## src/rtl/logic16_pkg.sv

```systemverilog
// logic16_pkg: widths and constants shared by the acquisition control block and the sample packer.
package logic16_pkg;
  localparam int NUM_CH = 16;
  localparam int BLOCK_LEN = 16;
  localparam int CHAN_IDX_W = 4;
  localparam int DIV_W = 8;
  typedef logic [BLOCK_LEN-1:0] word_t;
endpackage

```

## src/rtl/lowest_set_index.sv

```systemverilog
// lowest_set_index: combinational priority encoder returning the lowest set bit of a mask and a non-empty flag.
module lowest_set_index #(
  parameter int N = 16,
  parameter int W = 4
) (
  input  logic [N-1:0] mask,
  output logic [W-1:0] idx,
  output logic         any
);
  always_comb begin
    idx = '0;
    for (int i = N - 1; i >= 0; i--) if (mask[i]) idx = W'(i);
  end
  assign any = |mask;
endmodule

```

## src/rtl/sample_packer.sv

```systemverilog
// sample_packer: decimates the channel bus, packs 16 samples per channel into words and drains them in channel order.
// Optional SAMPLE_PACKER_TEST_PATTERN_EN replaces sample_in with a per-strobe counter.
import logic16_pkg::*;
module sample_packer #(
  parameter int NUM_CH = logic16_pkg::NUM_CH,
  parameter int DIV_W = logic16_pkg::DIV_W
) (
  input  logic                  clk,
  input  logic                  rst,
  input  logic                  acq_enable,
  input  logic                  acq_reset,
  input  logic [DIV_W-1:0]      clock_divisor,
  input  logic [NUM_CH-1:0]     channel_enable,
  input  logic [NUM_CH-1:0]     sample_in,
  output word_t                 out_data,
  output logic [CHAN_IDX_W-1:0] out_chan,
  output logic                  out_valid,
  input  logic                  out_ready,
  output logic                  fifo_overflow
);
  logic [DIV_W-1:0] cnt;
  logic [CHAN_IDX_W-1:0] bidx;
  logic [NUM_CH-1:0] lat_mask, dmask, sel, smp;
  logic [NUM_CH-1:0][BLOCK_LEN-1:0] col, col_nxt, drn;
  logic en_q, strobe, acc, last, done, take;
  assign strobe = acq_enable && cnt == '0;
  assign acc = out_valid && out_ready;
  assign sel = NUM_CH'(1) << out_chan;
  assign last = acc && (dmask & ~sel) == '0;
  assign done = strobe && bidx == CHAN_IDX_W'(BLOCK_LEN - 1);
  assign take = done && (dmask == '0 || last);
  assign out_data = drn[out_chan];
`ifdef SAMPLE_PACKER_TEST_PATTERN_EN
  logic [BLOCK_LEN-1:0] pat;
  always_ff @(posedge clk or negedge rst)
    if (!rst) pat <= '0;
    else if (acq_reset) pat <= '0;
    else if (strobe) pat <= pat + 1'b1;
  assign smp = pat[NUM_CH-1:0];
`else
  assign smp = sample_in;
`endif
  always_comb begin
    col_nxt = col;
    for (int c = 0; c < NUM_CH; c++) col_nxt[c][bidx] = strobe ? smp[c] : col[c][bidx];
  end
  lowest_set_index #(.N(NUM_CH), .W(CHAN_IDX_W)) u_lsi (
    .mask(dmask),
    .idx (out_chan),
    .any (out_valid)
  );
  always_ff @(posedge clk or negedge rst) begin
    if (!rst) begin
      en_q <= 1'b0;
      cnt <= '0;
      bidx <= '0;
      col <= '0;
      drn <= '0;
      lat_mask <= '0;
      dmask <= '0;
      fifo_overflow <= 1'b0;
    end else if (acq_reset) begin
      en_q <= acq_enable;
      cnt <= '0;
      bidx <= '0;
      col <= '0;
      drn <= '0;
      lat_mask <= '0;
      dmask <= '0;
      fifo_overflow <= 1'b0;
    end else begin
      en_q <= acq_enable;
      cnt <= (acq_enable && cnt < clock_divisor) ? cnt + 1'b1 : '0;
      if (acq_enable && !en_q) lat_mask <= channel_enable;
      col <= col_nxt;
      // leaving acq_enable low parks the index at 0, discarding any partial block
      bidx <= !acq_enable ? '0 : strobe ? bidx + 1'b1 : bidx;
      if (take) drn <= col_nxt;
      dmask <= take ? lat_mask : acc ? dmask & ~sel : dmask;
      if (done && !take) fifo_overflow <= 1'b1;
    end
  end
endmodule

```

## config.mk

```make
export PLATFORM = sky130hd
export DESIGN_NAME = sample_packer
export DESIGN_NICKNAME = d
export VERILOG_FILES = /design/src/rtl/logic16_pkg.sv /design/src/rtl/lowest_set_index.sv /design/src/rtl/sample_packer.sv
export SDC_FILE = /design/constraint.sdc
export NUM_CORES = 1
export LEC_CHECK = 0
export ABC_AREA = 1
export CORE_MARGIN = 5
export CORE_UTILIZATION = 30
export CTS_CLUSTER_SIZE = 8
export DETAILED_ROUTE_END_ITERATION = 10
export MAX_ROUTING_LAYER = met4
export PLACE_DENSITY = 0.57
export SYNTH_ARGS = -nofsm -noshare
export SYNTH_HDL_FRONTEND = slang
export SYNTH_SLANG_ARGS = --single-unit
```

## constraint.sdc

```tcl
create_clock -name clk -period 3.2 [get_ports clk]
set_input_delay 0.96 -clock clk [delete_from_list [all_inputs] [get_ports clk]]
set_output_delay 0.96 -clock clk [all_outputs]
set_load 0.1 [all_outputs]
```

==> out/summary.txt, run 1 <==
CP Max Fanout -> 6
R2R Path End -> drn[181]$_DFFE_PN0P_
flops & latches, synth -> 558
max cap viols -> 0
ANT nets after route -> 0
Crit Path Class -> reg -> out
DR DRC count -> 0
Post-synth EDFFs -> 0
dpl ws -> -0.524 ns
DP HPWL -> 67.3 mm
initial drt markers -> 3,286
GRT Total Usage -> 23.2%
layout cells sized above 1 -> 27.0%
Final Worst Setup Slack -> -1.14 ns
largest net degree at the start of global routing -> 86
Die X -> 312 um
most common cell after layout, fill and taps aside -> dfrtp_1
maximum vdd drop -> 375 uV
# clock sinks -> 558
Crit. End Element -> output port
CTS Buf Count -> 79
CTS tree -> built
non-filler cells, final -> 4,817
post-synthesis sequential area ratio -> 51.1%
r2r setup slk -> -0.50 ns
CTS Root Cell -> clkbuf_16
met3 wire len -> 11.7 mm
DIE AREA -> 97,300 um^2
worst hold path class -> in -> async
Critical Path RT -> 2.24 ns
htree depth -> 3
synth warn -> 0
maximum root-to-sink buffer count -> 3
syn_area_per_cell -> 8.11 um^2
Cell Area, Synth -> 27,300 um^2
most frequent cells in the layout -> dfrtp_1, nand2_1, a21oi_1
Async SR Flop Fraction -> 100%
top layer in use -> met4
CP Data Arrival Time -> 3.38 ns
post-DR vias/cell -> 5.71
Top FF cell, synth -> dfrtp_1
worst r2r src -> dmask[14]$_DFFE_PN0P_
outcome -> complete, but fails checks
Slew HR -> 39.0%
CP Launch Type -> register
Leakage -> 0.0173 uW
Setup TNS -> -123.49 ns
IO buf count -> 66
M1 WL -> 49.5 mm
routability cong. -> 0.892
Slew Limit Fails -> 0
maximum clock rate -> 231 MHz
cells on worst reg2reg path -> 28
# IOs -> 67
CORE AREA -> 90,300 um^2
CTS Hold Buffers Added -> 0
Power Density -> 422 nW/um^2
nets@finish -> 3,691
met2 WL post-DR -> 52.1 mm
WL/cell -> 24.3 um
Fin. Hold Viols -> 0
drt first pass iters -> 7
Hold Slack -> 0.278 ns
global route overflow -> 0
die height -> 312 um
first-pass GRT wire length -> 171 mm
P&R area growth vs syn -> 41.4%
row count -> 110
# setup viols final -> 309
worst skew pair latency -> 0.63 ns
Cells after DPL -> 4,590
number of global-route vias before repair -> 26,300
final WL -> 117 mm
worst-margin pin slew -> 0.905 ns
fin crit period -> 4.34 ns
fin crit share -> 135%
failing checks -> setup timing
Core Util, Final -> 42.8%
DR vias -> 27,500
initial antenna violation count -> 2
Post-Syn Nets -> 3,429
RSZ-0062 raised after global routing -> yes
Initial Utilization -> 30.3%
Mapped Cells -> 3,371
post-synth cell types -> 39
clk slew on worst S/H paths -> 0.05 ns
worst clock skew -> 0.0306 ns
sequential cells by signal (all words and copies together) (netlist names):
register / flops
bidx: 4
cnt: 8
col: 256
dmask: 16
drn: 256
en_q: 1
fifo_overflow: 1
lat_mask: 16
cell usage after synthesis, types with 4 or more instances:
cell type,instances,area [um^2]
buf_1,42,158
clkbuf_1,184,691
buf_2,74,370
nand2_2,5,31.3
a221oi_1,47,412
nor3_1,10,50.1
dfrtp_1,558,14000
nand2_1,558,2090
buf_4,11,82.6
o21ai_1,19,95.1
o211ai_1,19,143
inv_1,177,664
nand4_1,30,188
nor2_1,76,285
o21ai_0,400,2000
nor4_1,4,25.0
inv_2,7,26.3
a21oi_1,442,2210
a2111oi_0,11,96.3
nand3_1,636,3180
ha_1,13,163
a211oi_1,21,158
worst max-delay path by stage:
stage / depth (start not counted) / start / slack (ns) / to
6_report: 23 / dmask[15]$_DFFE_PN0P_ / -1.14 / out_data[0]
5_1_grt: 24 / dmask[14]$_DFFE_PN0P_ / -1.28 / out_data[0]
4_1_cts: 25 / dmask[14]$_DFFE_PN0P_ / -1.06 / out_data[0]
3_5_place_dp: 25 / dmask[14]$_DFFE_PN0P_ / -0.52 / out_data[6]
3_3_place_gp: 25 / dmask[14]$_DFFE_PN0P_ / -0.55 / out_data[6]
2_1_floorplan: 24 / dmask[13]$_DFFE_PN0P_ / -0.04 / out_data[15]
repair_timing:
item                       4_1_cts  5_1_grt
hold endpoints to repair         0        0
pin swaps                       64      141
gates cloned                    52       18
resized for setup              265      329
setup buffers                   62       37
setup endpoints to repair      291      309
through the flow:
stage | total power (uW) | area [um^2]
2_1_floorplan | 7800 | 27600
3_3_place_gp | 8630 | 31700
3_5_place_dp | 8630 | 31700
4_1_cts | 16300 | 36900
5_1_grt | 16700 | 38600
6_report | 16300 | 38600
layout make-up:
cell class | instances | area (um^2)
diodes | 1 | 2.50
clock inverters | 2 | 32.5
multi-input cells | 2318 | 13700
flip-flops and latches | 558 | 14000
inverters | 186 | 717
repair buffers | 490 | 6620
clock buffers | 86 | 2100
well taps | 1176 | 1470
fillers | 8770 | 51600
critical path, cell delays in order, from the launching register on:
cell,delay (ns)
dfrtp_1,0.38
nand2_1,0.08
nand2_1,0.07
nand2_1,0.08
nand2_1,0.05
nand2_1,0.05
nand2_1,0.04
nand2_1,0.05
nand2_1,0.04
nand2_1,0.05
nand2_1,0.04
nand2_1,0.07
nand2_2,0.08
nand2_2,0.09
nand2_4,0.08
nand2_8,0.13
nor2_4,0.05
buf_12,0.14
buf_12,0.14
nand2_1,0.05
nand4_1,0.16
o211ai_1,0.45
nand2_4,0.17
buf_12,0.20
logic make-up after synthesis:
group	after synthesis	synth area share (%)
AO/OA/AOI/OAI	970	19.1
XOR/XNOR	5	0.160
adder cells (fa/ha/maj)	13	0.595
buffers and inverters	500	7.44
flip-flops	558	51.1
AND/OR/NAND/NOR	1325	21.6
routing by layer:
layer,up-vias,global-route usage (%)
li1,12200,-
met3,280,5.46
met1,13600,32.1
met2,1446,34.4
met4,0,6.48
met5,-,-
power breakdown:
part           total (uW)  switching, uW  internal, uW  leakage, uW
clock network        7720           3160          4560      0.00105
logic                1420            993           430      0.00854
registers            7170           39.4          7130      0.00776
Power figures use the tool's default switching activity.
==> run 2, diff against run 1 <==
--- a/config.mk
+++ b/config.mk
@@ -6,7 +6,6 @@
 export NUM_CORES = 1
 export LEC_CHECK = 0
 export ABC_AREA = 1
-export CORE_MARGIN = 5
 export CORE_UTILIZATION = 30
 export CTS_CLUSTER_SIZE = 8
 export DETAILED_ROUTE_END_ITERATION = 10
==> out/summary.txt, run 2 (synthesized netlist as in run 1, its figures left out) <==
Initial Utilization -> 30.3% (about the same)
DP HPWL -> 67.8 mm (was 67.3 mm)
ANT nets after route -> 0 (unchanged)
most frequent cells in the layout -> nand3_1, dfrtp_1, nand2_1 (was dfrtp_1, nand2_1, a21oi_1)
first-pass GRT wire length -> 168 mm (was 171 mm)
Seq pwr share -> 44.6% (was 43.9%)
Crit. End Element -> output port (unchanged)
CP Launch Type -> register (unchanged)
met1 Resource Use GR -> 33.4% (was 32.1%)
post-DR vias/cell -> 5.56 (was 5.71)
max cap viols -> 0 (unchanged)
Slew HR -> 40.4% (was 39.0%)
CTS Buf Count -> 79 (unchanged)
CP max stage cell -> dfrtp_1 (was o211ai_1)
Critical Path RT -> 2.24 ns (about the same)
Design Power -> 16,100 uW (was 16,300 uW)
Setup TNS -> -147.65 ns (was -123.49 ns)
r2r setup slk -> -0.64 ns (was -0.50 ns)
worst r2r src -> dmask[15]$_DFFE_PN0P_ (was dmask[14]$_DFFE_PN0P_)
WL/cell -> 23.3 um (was 24.3 um)
crit path from -> dmask[14]$_DFFE_PN0P_ (was dmask[15]$_DFFE_PN0P_)
routing usage on met3 -> 5.02% (was 5.46%)
drt first pass iters -> 6 (was 7)
switching share of power -> 25.4% (was 25.7%)
Slew Limit Fails -> 0 (unchanged)
initial antenna violation count -> 2 (unchanged)
GR Util met2 -> 34.8% (was 34.4%)
Die X -> 304 um (was 312 um)
die height -> 304 um (was 312 um)
row count -> 110 (unchanged)
CP Data Arrival Time -> 3.37 ns (was 3.38 ns)
fin crit period -> 4.33 ns (was 4.34 ns)
RSZ-0062 raised after global routing -> yes (unchanged)
CTS tree -> built (unchanged)
# IOs -> 67 (unchanged)
most common cell after layout, fill and taps aside -> nand3_1 (was dfrtp_1)
# fillers -> 8,840 (was 8,770)
htree depth -> 3 (unchanged)
Leakage -> 0.0171 uW (was 0.0173 uW)
slowest stage delay, CP -> 0.38 ns (was 0.45 ns)
CORE AREA -> 90,100 um^2 (was 90,300 um^2)
cell internal pwr -> 12,000 uW (was 12,100 uW)
# setup viols final -> 292 (was 309)
largest net degree at the start of global routing -> 75 (was 86)
CP Max Fanout -> 7 (was 6)
Core Util, Final -> 40.8% (was 42.8%)
Area after DPL -> 31,700 um^2 (about the same)
GRT Total Usage -> 24.3% (was 23.2%)
fin crit share -> 135% (about the same)
NetSw -> 4090 uW (was 4190 uW)
Top Registers -> col x256, drn x256 (unchanged)
number of global-route vias before repair -> 26,000 (was 26,300)
routability cong. -> 0.906 (was 0.892)
Power Density -> 437 nW/um^2 (was 422 nW/um^2)
busiest grt layer -> met2 (unchanged)
finished layout cell area -> 36,800 um^2 (was 38,600 um^2)
Crit Path Class -> reg -> out (unchanged)
R2R Path End -> dmask[15]$_DFFE_PN0P_ (was drn[181]$_DFFE_PN0P_)
Gate power share -> 8.5% (was 8.7%)
Final Worst Setup Slack -> -1.13 ns (was -1.14 ns)
DR DRC count -> 0 (unchanged)
nets@finish -> 3,679 (was 3,691)
IO buf count -> 66 (unchanged)
most frequent CP cell -> nand2_1 (unchanged)
initial drt markers -> 3,172 (was 3,286)
layout cells sized above 1 -> 19.8% (was 27.0%)
clk slew on worst S/H paths -> 0.05 ns (about the same)
clock group share of total power -> 46.9% (was 47.3%)
maximum root-to-sink buffer count -> 3 (unchanged)
outcome -> complete, but fails checks (unchanged)
worst-margin pin slew -> 0.884 ns (was 0.905 ns)
worst hold path class -> in -> async (unchanged)
failing checks -> setup timing (unchanged)
maximum vdd drop -> 355 uV (was 375 uV)
worst clock skew -> 0.0375 ns (was 0.0306 ns)
DIE AREA -> 92,300 um^2 (was 97,300 um^2)
maximum clock rate -> 231 MHz (about the same)
CTS Hold Buffers Added -> 0 (unchanged)
DR vias -> 26,700 (was 27,500)
CTS Root Cell -> clkbuf_16 (unchanged)
final WL -> 112 mm (was 117 mm)
Fin. Hold Viols -> 0 (unchanged)
cells on worst reg2reg path -> 31 (was 28)
P&R area growth vs syn -> 34.6% (was 41.4%)
global route overflow -> 0 (unchanged)
worst skew pair latency -> 0.64 ns (was 0.63 ns)
# clock sinks -> 558 (unchanged)
## run 2: changes by cell type in the layout (fill, tap and decap cells not counted), moves of 6 or more
cell / before / now
nand3_2: 288 / 71
clkbuf_16: 98 / 92
a221oi_2: 20 / 30
buf_12: 122 / 106
buf_16: 39 / 31
nand2_1: 501 / 523
a221oi_1: 25 / 15
nand3_1: 326 / 563
nand3_4: 22 / 2
buf_4: 226 / 241
nand2_2: 36 / 19
## run 2: how the worst max path moves through the flow
stage / to / slack (ns) / cells after the start
after global routing: out_data[2] / -1.29 / 26
final: out_data[6] / -1.13 / 25
after detailed placement: out_data[15] / -0.58 / 23
after global placement: out_data[15] / -0.57 / 23
after CTS: out_data[1] / -1.04 / 25
after floorplan: out_data[15] / -0.04 / 24
## run 2: metrics by stage
| step | instances | worst slack [ns] | hold slack, ns |
|---|---|---|---|
| final | 4807 | -1.13 | 0.318 |
| after CTS | 4783 | -1.04 | 0.305 |
| after detailed placement | 4596 | -0.580 | 0.484 |
| after global routing | 4806 | -1.29 | 0.325 |
| after global placement | 4596 | -0.574 | 0.481 |
| after floorplan | 3371 | -0.0442 | 0.460 |
## run 2: metal layers
layer	vias to the layer above	wire length (um)	part of all wire, %
li1	12200	-	-
met1	12900	48200	43
met2	1394	49100	44
met3	250	10600	9.4
met4	0	4070	3.6
met5	-	0	0
## run 2: final cells by class
type | count | area, um^2 | area share, %
well taps | 1176 | 1470 | 4.00
repair buffers | 478 | 6190 | 16.8
flip-flops and latches | 558 | 14000 | 38.0
multi-input cells | 2318 | 12400 | 33.6
inverters | 186 | 709 | 1.93
diodes | 3 | 7.51 | 0.0204
clock buffers | 85 | 2040 | 5.55
clock inverters | 3 | 37.5 | 0.102
## run 2: what timing repair did
action                                 4_1_cts  5_1_grt
endpoints found under the hold margin        0        0
gates cloned                                34       14
setup endpoints to repair                  292      297
setup buffers                               66       15
gates resized for setup                    149       85
pin swaps                                   52       40
## run 2: power groups by stage
stage               combinational, uW  clock, uW  sequential (uW)
floorplan                         526          0             7270
global placement                 1320          0             7280
detailed placement               1320          0             7280
CTS                              1330       7660             7170
global route                     1450       7910             7170
finish                           1370       7550             7170
## run 2: worst max-delay path: cells and delay by family (launching register included)
kind | cells | cell delay [ns]
AND/OR/NAND/NOR | 19 | 1.39
buffers and inverters | 5 | 0.73
flip-flops | 1 | 0.38
AO/OA/AOI/OAI | 1 | 0.23
